`config.mk`:
```
export PLATFORM = sky130hd
export DESIGN_NAME = signed_serial_divider
export DESIGN_NICKNAME = d
export VERILOG_FILES = /design/src/rtl/signed_serial_div_pkg.sv /design/src/rtl/sdiv_restore_step.sv /design/src/rtl/signed_serial_divider.sv
export SDC_FILE = /design/constraint.sdc
export NUM_CORES = 1
export LEC_CHECK = 0
export CAP_MARGIN = 20
export CORE_ASPECT_RATIO = 1.2
export CORE_MARGIN = 2
export CORE_UTILIZATION = 47
export DETAILED_ROUTE_END_ITERATION = 10
export HOLD_SLACK_MARGIN = 0.05
export PLACE_DENSITY = 0.69
export SYNTH_ARGS = -nofsm -noshare
export SYNTH_HDL_FRONTEND = slang
export SYNTH_SLANG_ARGS = --single-unit
```
`constraint.sdc`:
```
create_clock -name clk -period 5 [get_ports clk]
set_input_delay 0.75 -clock clk [delete_from_list [all_inputs] [get_ports clk]]
set_output_delay 0.75 -clock clk [all_outputs]
set_load 0.03 [all_outputs]
```
`src/rtl/signed_serial_div_pkg.sv`:
```
// Shared types and helpers for the signed serial divider: FSM state encoding,
// counter sizing and two's-complement negate/abs on a wide scratch word.
package signed_serial_div_pkg;

  typedef enum logic [1:0] {
    IDLE = 2'd0,
    CALC = 2'd1,
    FIX  = 2'd2,
    DONE = 2'd3
  } state_e;

  localparam int DEF_WIDTH = 10;
  localparam int DEF_CNT_W = $clog2(2 * DEF_WIDTH + 1);

  // Helpers work on a 64-bit word; callers sign/zero-extend in and truncate out.
  localparam int MAX_W = 64;
  typedef logic [MAX_W-1:0] word_t;

  function automatic int cnt_width(input int w);
    return $clog2(2 * w + 1);
  endfunction

  function automatic word_t neg_w(input word_t x);
    return ~x + word_t'(1);
  endfunction

  function automatic word_t abs_w(input word_t x);
    return x[MAX_W-1] ? neg_w(x) : x;
  endfunction

endpackage

```
`src/rtl/sdiv_restore_step.sv`:
```
// One restoring-division step: shift a dividend bit into the partial
// remainder, trial-subtract the divisor magnitude, keep or restore.
module sdiv_restore_step
  import signed_serial_div_pkg::*;
#(
  parameter int width = 10
) (
  input  logic [width-1:0] rem_i,
  input  logic             bit_i,
  input  logic [width-1:0] bmag_i,
  output logic [width-1:0] rem_o,
  output logic             qbit_o
);

  logic [width:0]   shifted;
  logic [width+1:0] trial;
  logic             unused_top;

  // The remainder stays below |B| <= 2^(width-1), so the top bits carry no data.
  always_comb begin
    shifted = {rem_i, bit_i};
    trial   = {1'b0, shifted} - {2'b00, bmag_i};
    qbit_o  = ~trial[width+1];
    rem_o   = qbit_o ? trial[width-1:0] : shifted[width-1:0];
  end

  assign unused_top = ^{trial[width], shifted[width]};

endmodule

```
`src/rtl/signed_serial_divider.sv`:
```
// Sequential signed restoring divider (2*width / width -> width quotient and remainder).
// Define SIGNED_DIV_SAT_EN to saturate the quotient on overflow instead of wrapping.
module signed_serial_divider
  import signed_serial_div_pkg::*;
#(
  parameter int width = 10
) (
  input  logic               clk,
  input  logic               rst_n,
  input  logic               en,
  input  logic [width*2:1]   A,
  input  logic [width:1]     B,
  output logic               valid,
  output logic [width:1]     Q,
  output logic [width:1]     R,
  output logic               ovf,
  output logic               dbz
);

  localparam int DW = 2 * width;
  localparam int CW = cnt_width(width);
  localparam logic [DW-1:0] QLIM = DW'(1) << (width - 1);

  state_e             state_q, state_d;
  logic [CW-1:0]      cnt_q, cnt_d;
  logic [DW-1:0]      acc_q, acc_d;
  logic [width-1:0]   rem_q, rem_d;
  logic [width-1:0]   bmag_q, bmag_d;
  logic               sa_q, sa_d;
  logic               sq_q, sq_d;
  logic               zero_q, zero_d;
  logic               valid_q, valid_d;
  logic [width-1:0]   q_q, q_d;
  logic [width-1:0]   r_q, r_d;
  logic               ovf_q, ovf_d;
  logic               dbz_q, dbz_d;

  logic signed [DW-1:0]    a_s;
  logic signed [width-1:0] b_s;
  logic [DW-1:0]           amag;
  logic [width-1:0]        bmag;
  logic [width-1:0]        step_rem;
  logic                    step_qbit;
  logic [width-1:0]        qneg_lo;
  logic [width-1:0]        rneg;
  logic                    ovf_calc;
  logic [width-1:0]        q_wrap;
  logic [width-1:0]        q_sat;

  assign a_s  = A;
  assign b_s  = B;
  assign amag = DW'(abs_w(word_t'(a_s)));
  assign bmag = width'(abs_w(word_t'(b_s)));

  // acc_q starts as |A| and, bit by bit, turns into the magnitude quotient.
  sdiv_restore_step #(
    .width (width)
  ) u_step (
    .rem_i  (rem_q),
    .bit_i  (acc_q[DW-1]),
    .bmag_i (bmag_q),
    .rem_o  (step_rem),
    .qbit_o (step_qbit)
  );

  assign qneg_lo  = width'(neg_w(word_t'(acc_q)));
  assign rneg     = width'(neg_w(word_t'(rem_q)));
  // A negative result may reach magnitude 2^(width-1); a positive one may not.
  assign ovf_calc = sq_q ? (acc_q > QLIM) : (acc_q >= QLIM);
  assign q_wrap   = sq_q ? qneg_lo : acc_q[width-1:0];
  assign q_sat    = sq_q ? {1'b1, {(width-1){1'b0}}} : {1'b0, {(width-1){1'b1}}};

  always_comb begin
    state_d = state_q;
    cnt_d   = cnt_q;
    acc_d   = acc_q;
    rem_d   = rem_q;
    bmag_d  = bmag_q;
    sa_d    = sa_q;
    sq_d    = sq_q;
    zero_d  = zero_q;
    valid_d = valid_q;
    q_d     = q_q;
    r_d     = r_q;
    ovf_d   = ovf_q;
    dbz_d   = dbz_q;

    case (state_q)
      IDLE, DONE: begin
        if (en) begin
          acc_d   = amag;
          bmag_d  = bmag;
          sa_d    = a_s[DW-1];
          sq_d    = a_s[DW-1] ^ b_s[width-1];
          rem_d   = '0;
          cnt_d   = '0;
          valid_d = 1'b0;
          zero_d  = (B == '0);
          state_d = (B == '0) ? FIX : CALC;
        end
      end
      CALC: begin
        acc_d = {acc_q[DW-2:0], step_qbit};
        rem_d = step_rem;
        cnt_d = cnt_q + CW'(1);
        if (cnt_q == CW'(DW - 1)) begin
          state_d = FIX;
        end
      end
      FIX: begin
        if (zero_q) begin
          q_d   = '0;
          r_d   = '0;
          ovf_d = 1'b0;
          dbz_d = 1'b1;
        end else begin
`ifdef SIGNED_DIV_SAT_EN
          q_d = ovf_calc ? q_sat : q_wrap;
`else
          q_d = q_wrap;
`endif
          r_d   = sa_q ? rneg : rem_q;
          ovf_d = ovf_calc;
          dbz_d = 1'b0;
        end
        valid_d = 1'b1;
        state_d = DONE;
      end
      default: state_d = IDLE;
    endcase
  end

`ifndef SIGNED_DIV_SAT_EN
  logic unused_sat;
  assign unused_sat = ^q_sat;
`endif

  always_ff @(posedge clk or negedge rst_n) begin
    if (!rst_n) begin
      state_q <= IDLE;
    end else begin
      state_q <= state_d;
    end
  end

  always_ff @(posedge clk or negedge rst_n) begin
    if (!rst_n) begin
      cnt_q   <= '0;
      acc_q   <= '0;
      rem_q   <= '0;
      bmag_q  <= '0;
      sa_q    <= 1'b0;
      sq_q    <= 1'b0;
      zero_q  <= 1'b0;
      valid_q <= 1'b0;
      q_q     <= '0;
      r_q     <= '0;
      ovf_q   <= 1'b0;
      dbz_q   <= 1'b0;
    end else begin
      cnt_q   <= cnt_d;
      acc_q   <= acc_d;
      rem_q   <= rem_d;
      bmag_q  <= bmag_d;
      sa_q    <= sa_d;
      sq_q    <= sq_d;
      zero_q  <= zero_d;
      valid_q <= valid_d;
      q_q     <= q_d;
      r_q     <= r_d;
      ovf_q   <= ovf_d;
      dbz_q   <= dbz_d;
    end
  end

  assign valid = valid_q;
  assign Q     = q_q;
  assign R     = r_q;
  assign ovf   = ovf_q;
  assign dbz   = dbz_q;

endmodule

```
# Yosys cells after proc, flatten, opt, wreduce, memory -nomap -nowiden
# Cells that the tools add are included.
classes:
  add_sub_neg: 6
  order_cmp: 2
  eq_ne: 6
  mux: 22
  bitwise: 6
  n_reduce_logical: 9
op_table:
  columns: ["cell", "count"]
  rows:
  - ["$mux W10", 7]
  - ["$mux W20", 2]
  - ["$pmux W20 S2", 1]
  - ["$add A10 B1 Y10 const B", 3]
  - ["$not A10 Y10", 3]
  - ["$add A20 B1 Y20 const B", 1]
  - ["$ge A20 B10 Y1 const B", 1]
  - ["$gt A20 B10 Y1 const B", 1]
  - ["$not A20 Y20", 1]
  - ["$pmux W10 S2", 1]
  - ["$sub A11 B10 Y12", 1]
  - ["$logic_not A10 Y1", 1]
  - ["$pmux W5 S2", 1]
  - ["$reduce_and A2 Y1", 4]
  - ["$mux W2", 3]
  - ["$pmux W2 S3", 1]
  - ["$add A5 B1 Y5 const B", 1]
  - ["$eq A5 B5 Y1 const B", 1]
  - ["$mux W5", 1]
  - ["$eq A2 B2 Y1 const B", 2]
  - ["$mux W1", 4]
  - ["$ne A2 B2 Y1 const B", 2]
  - ["$reduce_bool A2 Y1", 2]
  - ["$eq A2 B1 Y1 const B", 1]
  - ["5 further kinds", 5]
word_totals:
  reg_bits: 73
  output_inout_bits: 23
  elab_cells: 64

# Longest topological paths before layout
# Gate-level depths: netlist of the first run.
depth:
  word_depth: 5
  depth_mapped: 9

# Cells and area by module
# A second synthesis of the first run with hierarchy kept.
unflattened:
  cells_unflattened: 478
  area_unflattened_um2: 4490.6
modules_own_cells:
  columns: ["mod", "instances", "cells_each", "area_per_inst_um2", "seq_area_each_um2"]
  rows:
  - ["signed_serial_divider", 1, 397, 3851.2, 1826.8]
  - ["sdiv_restore_step", 1, 81, 639.4, 0.0]

# Worst setup path before layout of the first run
# OpenSTA, ideal clock, no wires.
synth_timing:
  path_type: "input port to flip-flop"
  startpoint: "in A[1] in the netlist's numbering"
  endpoint: "reg acc_q[14]"
  arrival_time_ps: 2468
  required_time_ps: 4873
  path_slack_ps: 2405
  cell_stages: 7
  cell_sequence: "inv_1 > ha_1 > or4b_4 > or4_4 > o31ai_2 > mux2i_1 > nand3_1"
synth_between:
  elab_chain_cells: 5
synth_lines:
  columns: ["item", "line_no", "text"]
  rows:
  - ["start, declared", "signed_serial_divider.sv:11", "input logic [width*2:1] A,"]
  - ["$not A20 Y20", "signed_serial_div_pkg.sv:24", "return ~x + word_t'(1);"]
  - ["$add A20 B1 Y20", "signed_serial_div_pkg.sv:24", null]
  - ["$mux W20", "signed_serial_div_pkg.sv:28", "return x[MAX_W-1] ? neg_w(x) : x;"]
  - ["$mux W20", "signed_serial_divider.sv:90", "if (en) begin"]
  - ["$pmux W20 S2", "signed_serial_divider.sv:88", "case (state_q)"]
  - ["end signal, assigned", "signed_serial_divider.sv:149", "acc_q <= '0;"]
  - ["end signal, assigned", "signed_serial_divider.sv:162", "acc_q <= acc_d;"]
  - ["end, declared", "signed_serial_divider.sv:26", "logic [DW-1:0] acc_q, acc_d;"]
# No other way between the ends. The select of a mux whose other input is x is not followed.
# A chain may end at the register's enable or synchronous reset.

# Worst setup path after layout of the first run
layout_timing:
  startpoint: "in en"
  endpoint: "reg acc_q[7]"
layout_between:
  elab_chain_cells: 2
layout_lines:
  columns: ["item", "line_no", "text"]
  rows:
  - ["start, declared", "signed_serial_divider.sv:10", "input logic en,"]
  - ["$ne A2 B2 Y1 (no line)", null, null]
  - ["$reduce_and A2 Y1 (no line)", null, null]
# No other way between the ends.

==> run_results.csv, run 1 <==
group,metric,value,unit
placed_design,place.detailed.hpwl,8140,µm
setup_path,crit_path_end_kind,"register",
global_routing,grt_max_degree,53,
yosys,seq_area_frac_synth,40.0,%
setup_path,cp-start-kind,"primary input",
route,detailedRoute.firstIterationViolations,207,
sta,final_period_minus_worst_setup_slack,2.97,ns
yosys,postSynthNetCount,560,
cells_and_area,mostFrequentLayoutCell,"sky130_fd_sc_hd__dfrtp_1",
setup_path,crit_type,"in2reg",
worst_hold_path,hold_path_class,"in2async",
sta,layout_worst_path_cycle_share,59.4,%
power_and_ir_drop,ir_drop,249,µV
placed_design,globalplace.congestion,0.873,
job,max_cap_violations,0,
yosys,asyncSetResetFlopFracSynth,100,%
sta,rsz0062_at_grt,"false",
yosys,yosys_warnings,0,
global_routing,gr-total-overflow,0,
global_routing,globalRouteMet2Util,37.0,%
route,firstDrtPassIters,4,
floorplanning,std_cell_rows,39,
cts,postCtsSetupBuffers,0,
cells_and_area,drive_above_1_share,5.22,%
yosys,dominantRegCellSynth,"sky130_fd_sc_hd__dfrtp_1",
yosys,synth_enable_flop_cells,0,
setup_path,r2r_setup_slack,2.09,ns
route,remaining_drc_errors,0,
floorplanning,placeableCoreArea,0.00947,mm²
yosys,yosys_register_bits,73,
sta,fin_worst_skew,0.00670,ns
sta,final_max_slew_viol_count,0,
sta,timing.final.setup_violations,0,
yosys,post_synth_inst_count,509,
global_routing,grt.total_usage,21.8,%
yosys,distinct_cell_type_count_after_synthesis,55,
floorplanning,die_w,94.0,µm
placed_design,io_buffer_count,55,
cts,cts_max_level,3,
setup_path,critical_path.max_fanout,31,
yosys,syn-mean-instance-area,8.96,µm²
yosys,synth.cell_area,0.00456,mm²
cts,clock_pin_slew_on_the_worst_setup_and_hold_paths,0.06,ns
floorplanning,floorplan.die_area,0.0105,mm²
sta,tightest_slew,1.00,ns
cells_and_area,final_nets,602,
setup_path,r2r.worst_path.cells,7,
sta,clock.fmax,337,MHz
route,wl_per_cell,16.0,µm
sta,slew_headroom,33.3,%
global_routing,top_usage_layer_grt,"met2",
route,finalWirelength,10900,µm
sta,final.setup.worst_slack,2.03,ns
cts,postCtsResizedCells,0,
cts,clock_latency_at_the_later_pin_of_the_worst_skew_pair,0.33,ns
sta,fin_hold_ws,0.370,ns
cts,cts_tree,"built",
placed_design,setup_ws_pre_cts,1.71,ns
route,avgViaCountPerCell,5.87,
cts,clock_path_buffers,2,
cts,clock_sinks,73,
cells_and_area,diodes,0,
floorplanning,io-pin-count,56,
floorplanning,initial_core_util,48.2,%
status,status,"finished, final reports clean",
global_routing,met3_usage,4.33,%
route,detail-route-antenna-nets,0,
setup_path,crit-reg2reg-launch,"state_q[0]$_DFFE_PN0P_",
setup_path,regToRegEndpoint,"acc_q[7]$_DFFE_PN0P_",
cts,cts-buffers-inserted,9,
setup_path,cp_data_arrival_time,3.23,ns
setup_path,critical_path_required,5.26,ns
power_and_ir_drop,leakage_power,2.33,nW
global_routing,grt_antenna_before_repair,0,
global_routing,grt_first_pass_wirelength,18400,µm
cells_and_area,most-common-layout-cells,"sky130_fd_sc_hd__dfrtp_1, sky130_fd_sc_hd__nand2_1, sky130_fd_sc_hd__clkdlybuf4s50_1",
global_routing,grt_pass1_vias,3852,
cts,root_buffer_cell,"sky130_fd_sc_hd__clkbuf_16",
route,via_count_of_the_routed_design,3985,
floorplanning,die_h,112,µm
cells_and_area,area.growth.synth_to_final,19.6,%
global_routing,grt_util_met1,27.4,%
sta,hold_violations,0,
power_and_ir_drop,powerDensity,665,mW/mm²
cts,cts.hold.buffers_added,0,
sta,setup_tns_after_final_layout,0,ns
[Yosys cell counts, types with 5 or more instances]
library cell                count  area, µm²
sky130_fd_sc_hd__o21ai_0       44        220
sky130_fd_sc_hd__inv_1         25       93.8
sky130_fd_sc_hd__xor2_1        29        254
sky130_fd_sc_hd__xnor2_1       17        149
sky130_fd_sc_hd__o31ai_1       15        113
sky130_fd_sc_hd__a21oi_1       20        100
sky130_fd_sc_hd__o41ai_1        5       43.8
sky130_fd_sc_hd__nand2_1       58        218
sky130_fd_sc_hd__nand3_1       10       50.1
sky130_fd_sc_hd__o211ai_1       7       52.6
sky130_fd_sc_hd__nor3_1        12       60.1
sky130_fd_sc_hd__dfrtp_1       73       1830
sky130_fd_sc_hd__mux2i_1       11        110
sky130_fd_sc_hd__nor2_1        29        109
sky130_fd_sc_hd__or3_1         12       75.1
sky130_fd_sc_hd__nor2b_1        7       43.8
sky130_fd_sc_hd__ha_1          17        213
sky130_fd_sc_hd__clkbuf_1      24       90.1
sky130_fd_sc_hd__a21o_1         7       52.6
sky130_fd_sc_hd__o22ai_1        7       43.8
sky130_fd_sc_hd__or4_1          8       60.1
sky130_fd_sc_hd__o2bb2ai_1     13        114
[logic make-up after synthesis]
kind of cell               Yosys count  share of synthesized area (%)
muxes                               12                           2.66
AOI/OAI and AO/OA                  150                           22.2
and+or+nand+nor                    158                           16.9
xor gates and xnor gates            46                           8.83
buffers and inverters               52                           4.28
DFF                                 73                           40.0
adders and majority gates           18                           5.10
[report_power, final]
group          leakage, nW  switching [mW]  internal [mW]
Combinational         1.27            1.14          0.792
Sequential           0.920           0.259          0.849
Clock                0.135           0.244          0.347
[worst max path at each step]
stage,depth (start not counted),to,startpoint
3_3_place_gp,6,acc_q[7]$_DFFE_PN0P_,en
5_1_grt,6,acc_q[7]$_DFFE_PN0P_,en
4_1_cts,6,acc_q[7]$_DFFE_PN0P_,en
3_5_place_dp,6,acc_q[17]$_DFFE_PN0P_,en
6_report,6,acc_q[7]$_DFFE_PN0P_,en
2_1_floorplan,7,acc_q[14]$_DFFE_PN0P_,A[1]
[cell type report]
type / instances / area [µm²]
clock buffers: 11 / 243
clock inverters: 5 / 31.3
fillers: 857 / 4010
inverters: 25 / 93.8
multi-input cells: 384 / 2540
flip-flops and latches: 73 / 1830
well taps: 123 / 154
repair buffers: 58 / 568
[stage by stage]
| step | instance area, µm² | instances | power, mW | util, % |
|---|---|---|---|---|
| 4_1_cts | 5460 | 679 | 3.65 | 57.7 |
| 5_1_grt | 5460 | 679 | 3.93 | 57.7 |
| 3_5_place_dp | 5180 | 663 | 3.05 | 54.8 |
| 6_report | 5460 | 679 | 3.63 | 57.7 |
| 2_1_floorplan | 4560 | 509 | 2.49 | - |
| 3_3_place_gp | 5180 | 663 | 2.99 | 54.8 |
[critical path, cell delays in order]
cell	delay, ns
sky130_fd_sc_hd__clkdlybuf4s50_1	0.51
sky130_fd_sc_hd__nand2_1	0.67
sky130_fd_sc_hd__o21a_1	0.89
sky130_fd_sc_hd__or3_1	0.20
sky130_fd_sc_hd__o21ai_0	0.08
sky130_fd_sc_hd__a21oi_1	0.12
[routing by layer]
| layer | part of all wire (%) | vias up |
|---|---|---|
| met3 | 3.3 | 23 |
| li1 | - | 1932 |
| met4 | 2.6 | 0 |
| met2 | 52 | 97 |
| met1 | 42 | 1933 |
| met5 | 0 | - |
[registers in the layout, summed over array words and instances (netlist names)]
name     cells
valid        1
cnt_q        5
state_q      2
rem_q       10
acc_q       20
sq_q         1
R           10
bmag_q      10
sa_q         1
dbz          1
ovf          1
zero_q       1
Q           10
(Power assumes the default switching activity.)
==> run 2: changes to the inputs <==
- clock period: 5 -> 3 ns (I/O delays scaled with it)
==> run_results.csv, run 2 (same netlist as run 1, synthesis figures left out) <==
group,metric,value,unit
power_and_ir_drop,pwr-share-comb,51.1,%
power_and_ir_drop,share_clk_of_total_power,20.6,%
route,avgViaCountPerCell,5.74,
cts,clock_sinks,73,
cts,cts-buffers-inserted,9,
route,firstDrtPassIters,4,
sta,fin_worst_skew,0.00721,ns
sta,rsz0062_at_grt,"false",
placed_design,globalplace.congestion,0.865,
cells_and_area,largest_register_ff_count,20,
floorplanning,floorplan.die_area,0.0105,mm²
floorplanning,die_h,112,µm
cts,clock_path_buffers,2,
cells_and_area,diodes,0,
sta,hold_violations,0,
setup_path,cp_data_arrival_time,2.82,ns
setup_path,crit_type,"in2reg",
global_routing,gr-total-overflow,0,
cts,postCtsResizedCells,0,
route,wl_per_cell,15.6,µm
setup_path,critical_path_required,3.22,ns
cts,cts_tree,"built",
floorplanning,initial_core_util,48.2,%
job,max_cap_violations,0,
route,detail-route-antenna-nets,0,
sta,timing.final.setup_violations,0,
cells_and_area,final_nets,610,
setup_path,crit_path_end_kind,"register",
sta,final_max_slew_viol_count,0,
cells_and_area,most-common-layout-cells,"sky130_fd_sc_hd__dfrtp_1, sky130_fd_sc_hd__nand2_1, sky130_fd_sc_hd__clkdlybuf4s50_1",
floorplanning,io-pin-count,56,
power_and_ir_drop,power.share.switching,42.7,%
cells_and_area,area.growth.synth_to_final,23.2,%
route,detailedRoute.firstIterationViolations,195,
cts,cts_max_level,3,
global_routing,grt_antenna_before_repair,0,
cts,root_buffer_cell,"sky130_fd_sc_hd__clkbuf_16",
route,via_count_of_the_routed_design,3943,
placed_design,io_buffer_count,55,
power_and_ir_drop,powerDensity,1150,mW/mm²
global_routing,grt_first_pass_wirelength,18100,µm
global_routing,grt.total_usage,21.6,%
cells_and_area,ff_latch_area,0.00183,mm²
sta,tightest_slew,0.876,ns
sta,clock.fmax,384,MHz
route,remaining_drc_errors,0,
cells_and_area,mostFrequentLayoutCell,"sky130_fd_sc_hd__dfrtp_1",
floorplanning,std_cell_rows,39,
sta,setup_tns_after_final_layout,0,ns
route,finalWirelength,10700,µm
sta,layout_worst_path_cycle_share,86.8,%
power_and_ir_drop,net-switching-power,2.76,mW
worst_hold_path,hold_path_class,"in2async",
status,status,"finished, final reports clean",
cells_and_area,final_core_util,59.4,%
power_and_ir_drop,pwr-share-seq,28.3,%
floorplanning,placeableCoreArea,0.00947,mm²
floorplanning,die_w,94.0,µm
power_and_ir_drop,cellInternalPower,3.71,mW
setup_path,critical_path.max_fanout,5,
global_routing,grt_max_degree,38,
setup_path,cp-start-kind,"primary input",
power_and_ir_drop,leakage_power,2.41,nW
sta,final_period_minus_worst_setup_slack,2.61,ns
cts,clock_latency_at_the_later_pin_of_the_worst_skew_pair,0.34,ns
cells_and_area,multi_input_comb_area,0.00254,mm²
power_and_ir_drop,ir_drop,514,µV
sta,slew_headroom,41.6,%
placed_design,place.detailed.hpwl,8020,µm
cells_and_area,drive_above_1_share,6.74,%
cts,clock_pin_slew_on_the_worst_setup_and_hold_paths,0.06,ns
cells_and_area,regMostFlops,"acc_q",
cts,cts.hold.buffers_added,0,
sta,fin_hold_ws,0.228,ns
cts,postCtsSetupBuffers,0,
global_routing,grt_pass1_vias,3809,
cells_and_area,number_of_filler_cells_placed_in_the_layout,823,
==> run 2: stage by stage <==
stage                     instance area [µm²]  cells  setup slack (ns)  total power, mW
after floorplan                          4560    509             0.705             4.15
after global placement                   5260    671             0.151             5.07
after detailed placement                 5260    671            0.0463             5.14
after CTS                                5620    687             0.396             6.49
after global routing                     5620    687             0.304             6.98
final                                    5620    687             0.395             6.46
==> run 2: power groups by stage <==
stage          sequential, mW  clock, mW  combinational, mW
4_1_cts                  1.83       1.35               3.32
3_5_place_dp             1.84          0               3.30
3_3_place_gp             1.82          0               3.24
2_1_floorplan            1.95          0               2.20
6_report                 1.83       1.33               3.30
5_1_grt                  1.89       1.40               3.69
==> run 2: worst paths after layout <==
check                                            from                     to  slack, ns  cells after the start
worst max-delay path                             A[1]  acc_q[14]$_DFFE_PN0P_       0.39                      8
worst min-delay path                            rst_n       R[6]$_DFFE_PN0P_       0.23                      1
worst max register to register   rem_q[5]$_DFFE_PN0P_   rem_q[7]$_DFFE_PN0P_       0.53                      6
worst min register to register  bmag_q[6]$_DFFE_PN0P_  bmag_q[6]$_DFFE_PN0P_       0.48                      2
max in group asynchronous                       rst_n   acc_q[9]$_DFFE_PN0P_       2.08                      2
min in group clk                bmag_q[6]$_DFFE_PN0P_  bmag_q[6]$_DFFE_PN0P_       0.48                      2
==> run 2: critical path, stage by stage <==
cell and delay (ns):
sky130_fd_sc_hd__clkdlybuf4s50_1 0.47, sky130_fd_sc_hd__inv_1 0.09, sky130_fd_sc_hd__ha_1 0.19, sky130_fd_sc_hd__or4b_4 0.51
sky130_fd_sc_hd__or4_4 0.57, sky130_fd_sc_hd__o31ai_2 0.23, sky130_fd_sc_hd__mux2i_1 0.22, sky130_fd_sc_hd__nand3_1 0.09
==> run 2: cell type report <==
class                           instances  area share, %
Tap cell                              123           2.74
Timing Repair Buffer                   66           11.4
Multi-Input combinational cell        384           45.2
Clock buffer                            9           4.01
Inverter                               25           1.67
Clock inverter                          7           2.51
Sequential cell                        73           32.5
==> run 2: metal layers <==
metal	vias to the layer above	part of all wire, %	track usage [%]
met5	-	0	0
met4	0	1.5	7.25
met3	15	3.1	4.13
met2	75	51	37.0
met1	1900	44	27.2
li1	1953	-	-
